File: src/rtl/block_hit_detect.sv
// Brick-wall hit detector: on each ball position strobe, scans the 16 blocks one per
// cycle, destroys the lowest-index overlapping live block and requests a bounce.
module block_hit_detect #(
    parameter int unsigned X0       = 62,
    parameter int unsigned Y0       = 50,
    parameter int unsigned X_PITCH  = 225,
    parameter int unsigned Y_PITCH  = 75,
    parameter int unsigned B_WIDTH  = 100,
    parameter int unsigned B_HEIGHT = 50,
    parameter int unsigned BALL     = 10
) (
    input  logic        pclk,
    input  logic        reset,
    input  logic [10:0] ball_x,
    input  logic [10:0] ball_y,
    input  logic        ball_valid,
    input  logic        restart,
    output logic [15:0] blocks_out,
    output logic        busy,
    output logic        done,
    output logic        hit,
    output logic [3:0]  hit_index,
    output logic        bounce_x,
    output logic        bounce_y,
    output logic [4:0]  score,
    output logic        all_cleared
);
    localparam int unsigned CW = 12;
    localparam int unsigned NB = 16;

    typedef enum logic [1:0] {IDLE, SCAN, UPDATE} state_t;

    state_t         state_q;
    logic [3:0]     k_q;
    logic [3:0]     cand_q;
    logic           found_q;
    logic [CW-1:0]  bx_q;
    logic [CW-1:0]  by_q;

    logic [CW-1:0]  x_lo_c, x_hi_c, y_lo_c, y_hi_c;
    logic [CW-1:0]  bx_end_c, by_end_c;
    logic [CW-1:0]  cy_c, cy_lo_c, cy_hi_c;
    logic           overlap_c, cand_c, y_out_c;
    logic [NB-1:0]  blocks_upd_c;

    // Geometry of the block under test (k) and of the recorded candidate's row
    always_comb begin
        x_lo_c       = CW'(X0 + 32'(k_q[1:0]) * X_PITCH);
        x_hi_c       = x_lo_c + CW'(B_WIDTH);
        y_lo_c       = CW'(Y0 + 32'(k_q[3:2]) * Y_PITCH);
        y_hi_c       = y_lo_c + CW'(B_HEIGHT);
        bx_end_c     = bx_q + CW'(BALL - 1);
        by_end_c     = by_q + CW'(BALL - 1);
        overlap_c    = (bx_q <= x_hi_c) && (bx_end_c >= x_lo_c) &&
                       (by_q <= y_hi_c) && (by_end_c >= y_lo_c);
        cand_c       = overlap_c && !blocks_out[k_q];
        cy_c         = by_q + CW'(BALL / 2);
        cy_lo_c      = CW'(Y0 + 32'(cand_q[3:2]) * Y_PITCH);
        cy_hi_c      = cy_lo_c + CW'(B_HEIGHT);
        y_out_c      = (cy_c < cy_lo_c) || (cy_c > cy_hi_c);
        blocks_upd_c = blocks_out | NB'(16'd1 << cand_q);
    end

    always_ff @(posedge pclk) begin
        if (reset) begin
            state_q     <= IDLE;
            k_q         <= 4'd0;
            cand_q      <= 4'd0;
            found_q     <= 1'b0;
            bx_q        <= '0;
            by_q        <= '0;
            blocks_out  <= '0;
            busy        <= 1'b0;
            done        <= 1'b0;
            hit         <= 1'b0;
            hit_index   <= 4'd0;
            bounce_x    <= 1'b0;
            bounce_y    <= 1'b0;
            score       <= 5'd0;
            all_cleared <= 1'b0;
        end else begin
            done     <= 1'b0;
            hit      <= 1'b0;
            bounce_x <= 1'b0;
            bounce_y <= 1'b0;
            if (restart) begin
                state_q     <= IDLE;
                k_q         <= 4'd0;
                busy        <= 1'b0;
                blocks_out  <= '0;
                score       <= 5'd0;
                all_cleared <= 1'b0;
            end else begin
                case (state_q)
                    IDLE: begin
                        if (ball_valid) begin
                            bx_q    <= CW'(ball_x);
                            by_q    <= CW'(ball_y);
                            k_q     <= 4'd0;
                            found_q <= 1'b0;
                            busy    <= 1'b1;
                            state_q <= SCAN;
                        end
                    end
                    SCAN: begin
                        // Only the first (lowest-index) candidate is kept
                        if (cand_c && !found_q) begin
                            found_q <= 1'b1;
                            cand_q  <= k_q;
                        end
                        if (k_q == 4'd15) begin
                            state_q <= UPDATE;
                        end else begin
                            k_q <= k_q + 4'd1;
                        end
                    end
                    UPDATE: begin
                        done    <= 1'b1;
                        busy    <= 1'b0;
                        state_q <= IDLE;
                        if (found_q) begin
                            blocks_out  <= blocks_upd_c;
                            score       <= score + 5'd1;
                            hit_index   <= cand_q;
                            hit         <= 1'b1;
                            bounce_y    <= y_out_c;
                            bounce_x    <= !y_out_c;
                            all_cleared <= (blocks_upd_c == '1);
                        end
                    end
                    default: begin
                        state_q <= IDLE;
                        busy    <= 1'b0;
                    end
                endcase
            end
        end
    end

endmodule

File: config.mk
export PLATFORM = sky130hd
export DESIGN_NAME = block_hit_detect
export DESIGN_NICKNAME = d
export VERILOG_FILES = /design/src/rtl/block_hit_detect.sv
export SDC_FILE = /design/constraint.sdc
export NUM_CORES = 1
export LEC_CHECK = 0
export CAP_MARGIN = 20
export CORE_UTILIZATION = 57
export DETAILED_ROUTE_END_ITERATION = 10
export GPL_TIMING_DRIVEN = 0
export PLACE_DENSITY = 0.81
export SLEW_MARGIN = 25
export SYNTH_ARGS = -nofsm -noshare
export SYNTH_HDL_FRONTEND = slang
export SYNTH_SLANG_ARGS = --single-unit
File: constraint.sdc
create_clock -name pclk -period 3.7 [get_ports pclk]
set_clock_uncertainty 0.05 [all_clocks]
set_input_delay 0.555 -clock pclk [delete_from_list [all_inputs] [get_ports pclk]]
set_output_delay 0.555 -clock pclk [all_outputs]
set_load 0.005 [all_outputs]
==> run_results.csv <==
group,metric,value,unit
outcome,run_status,"completed",
global_route,antenna_found_initial,0,
die,num_io_pins,57,
placed_design,place_congestion,0.9386,
worst_setup_path,r2r_setup_slack,0.35,ns
cts,clk_pin_slew,0.08,ns
global_route,grt_max_degree,16,
detailed_routing,routed_wl,11950,µm
cts,root_buffer,"clkbuf_8",
flow_run,maxCapViolCount,0,
logic_synthesis,yosysSeqAreaShare,27.65,%
hold_path,whs_path_depth,2,
pwr,fin_total_pwr,1619,µW
final_layout,area_growth,19.33,%
cts,cts_sinks,64,
cts,cts_buffers,9,
worst_setup_path,crit_fanout,13,
pwr,cellLeakagePower,0.002271,µW
cts,postCtsHoldBufs,0,
cts,cts_htree_levels,3,
timing,drv_slew,0,
logic_synthesis,synthTopCellsByCount,"80 x nand2_1, 72 x ha_1, 64 x dfxtp_1",
worst_setup_path,worstRegToRegCells,9,
hold_path,hold_path_end,"all_cleared$_SDFFE_PP0P_",
worst_setup_path,crit_type,"flop to flop",
die,die_area,8495,µm²
logic_synthesis,syn_inst,559,
die,row_count,32,
timing,fin_setup_tns,0,ns
worst_setup_path,reg2reg_from,"k_q[2]$_SDFFE_PP0P_",
die,core_area,7807,µm²
timing,maxSlewHeadroom,58.19,%
cts,cts_setup_buffers,0,
timing,finalHoldViolCount,0,
cts,cts.path.max_buffers,2,
timing,finalCriticalPeriod,3.352,ns
final_layout,num_antenna_cells,0,
detailed_routing,antenna_left,0,
timing,period_share,90.59,%
logic_synthesis,async_reset_ff_share,0,%
logic_synthesis,yosys_register_bits,64,
detailed_routing,via_count,4345,
timing,max_freq,0.2983,GHz
worst_setup_path,crit-reg2reg-capture,"cand_q[2]$_SDFFE_PP0P_",
global_route,grt_pass1_wl,19920,µm
detailed_routing,drt_first_pass_iters,5,
hold_path,hp-start,"all_cleared$_SDFFE_PP0P_",
logic_synthesis,yosysTopAreaCell,"dfxtp_1",
worst_setup_path,critPathRequiredTime,3.93,ns
final_layout,fin_cells,731,
die,die_w,92.17,µm
worst_setup_path,crit_path_end_kind,"flop",
cts,cts_tree,"done",
logic_synthesis,yosys.cell_count.top_type,"nand2_1",
detailed_routing,drcViolationCount,0,
logic_synthesis,syn_avg_cell_area,8.291,µm²
pwr,power.ir.vdd_worst,0.0002026,V
placed_design,hpwl,9015,µm
hold_path,hold_class,"flop to flop",
detailed_routing,viasPerCell,5.944,
logic_synthesis,synthFlopType,"dfxtp_1",
die,die_y,92.17,µm
timing,finalSetupViolations,0,
logic_synthesis,synth_enable_flop_cells,0,
placed_design,portBuffers,54,
logic_synthesis,syn_area,4634,µm²
logic_synthesis,yosysTopAreaCellShare,27.65,%
logic_synthesis,ys_warn_count,0,
final_layout,drive_above_1_share,4.769,%
placed_design,placedCellCount,715,
cts,cts_resized,0,
worst_setup_path,crit_arrival,3.58,ns
global_route,grt_pass1_vias,4372,
logic_synthesis,yosys-top-cells-area,"dfxtp_1 28%, ha_1 19%, nand2_1 6.5%, a21oi_1 5.3%, nor2_1 3.9%",
logic_synthesis,syn-num-nets,657,
timing,rsz0062_at_grt,"no",
die,initial_utilization,59.36,%
pwr,p_per_area,292.8,nW/µm²
global_route,grt.total_usage,29.41,%
worst_setup_path,start_kind,"flop",
detailed_routing,wl_per_cell,16.34,µm
timing,worst_pin_slew,0.6263,ns
cts,clk-insertion-delay-late,0.36,ns
global_route,overflow,0,
final_layout,final_nets,722,
timing,fin_hold_ws,0.4023,ns
logic_synthesis,ys_types,65,
detailed_routing,drt_iter0_markers,452,
==> how the worst max path moves through the flow <==
stage / cells after the start / slack, ns / start / endpoint
final: 9 / 0.35 / k_q[2]$_SDFFE_PP0P_ / cand_q[2]$_SDFFE_PP0P_
after global routing: 9 / 0.16 / k_q[2]$_SDFFE_PP0P_ / cand_q[1]$_SDFFE_PP0P_
after CTS: 9 / 0.36 / k_q[2]$_SDFFE_PP0P_ / cand_q[2]$_SDFFE_PP0P_
after detailed placement: 9 / 0.39 / k_q[2]$_SDFFE_PP0P_ / cand_q[0]$_SDFFE_PP0P_
after global placement: 9 / 0.44 / k_q[2]$_SDFFE_PP0P_ / cand_q[2]$_SDFFE_PP0P_
after floorplan: 9 / 0.83 / k_q[2]$_SDFFE_PP0P_ / cand_q[0]$_SDFFE_PP0P_
==> cell families after synthesis <==
family	Yosys count	share of synthesized area [%]
xor+xnor	32	6.048
mux	14	4.455
simple gates	200	20.01
fa+ha+maj	72	19.44
buf+inv	53	4.643
compound gates	124	17.77
flops	64	27.65
==> layer usage <==
layer  part of all wire (%)  vias up  track usage [%]
met4                    3.1        0            13.67
met5                      0        -                0
met3                    6.1       36            4.809
met1                     42     2034            34.68
li1                       -     2103                -
met2                     49      172            51.80
==> critical path, cell delays in order, from the launching register on <==
cell	delay, ns
dfxtp_1	0.67
inv_1	0.19
ha_1	0.45
ha_1	0.34
and4_1	0.21
or4bb_1	0.40
o22ai_1	0.18
o21ai_2	0.09
a2111oi_4	0.44
mux2i_1	0.26
==> layout by cell type (no fill, tap or decap), types with 11 or more instances in the layout <==
| cell type | n |
|---|---|
| ha_1 | 72 |
| inv_1 | 24 |
| dfxtp_1 | 64 |
| nand2_1 | 80 |
| o21ai_0 | 11 |
| nand3_1 | 13 |
| a21o_1 | 14 |
| xnor2_1 | 19 |
| nor2_1 | 48 |
| a31oi_1 | 11 |
| clkdlybuf4s50_1 | 54 |
| a21oi_1 | 49 |
| xor2_1 | 13 |
| clkbuf_1 | 24 |
==> stage by stage <==
step	worst slack, ns	utilization [%]	area, µm²
floorplan	0.8333	-	4634
global placement	0.4372	67.92	5303
detailed placement	0.3923	67.92	5303
CTS	0.3620	70.83	5530
global route	0.1605	70.83	5530
finish	0.3480	70.83	5530
==> power breakdown <==
part / switching (µW) / internal, µW / leakage (µW)
combinational: 107 / 94.4 / 0.00164
sequential: 18.3 / 701 / 0.000518
clock: 313 / 386 / 0.000114
total: 438 / 1180 / 0.00227
==> flip-flops by register name, indices dropped and copies added, names as in the netlist <==
| name | cells |
|---|---|
| blocks_out | 16 |
| bx_q | 11 |
| by_q | 11 |
| score | 5 |
| cand_q | 4 |
| hit_index | 4 |
| k_q | 4 |
| state_q | 2 |
| all_cleared | 1 |
| bounce_x | 1 |
| bounce_y | 1 |
| busy | 1 |
| done | 1 |
| found_q | 1 |
| hit | 1 |
==> area by class of cell <==
type	instances	area, µm²
timing repair buffer	54	540.5
buffer	28	121.4
sequential	64	1281
inverter	25	93.84
tap	102	127.6
fill	624	2277
clock inverter	7	103.9
clock buffer	9	123.9
multi-input combinational	442	3138
No activity file was read; power rests on OpenSTA's default activity.
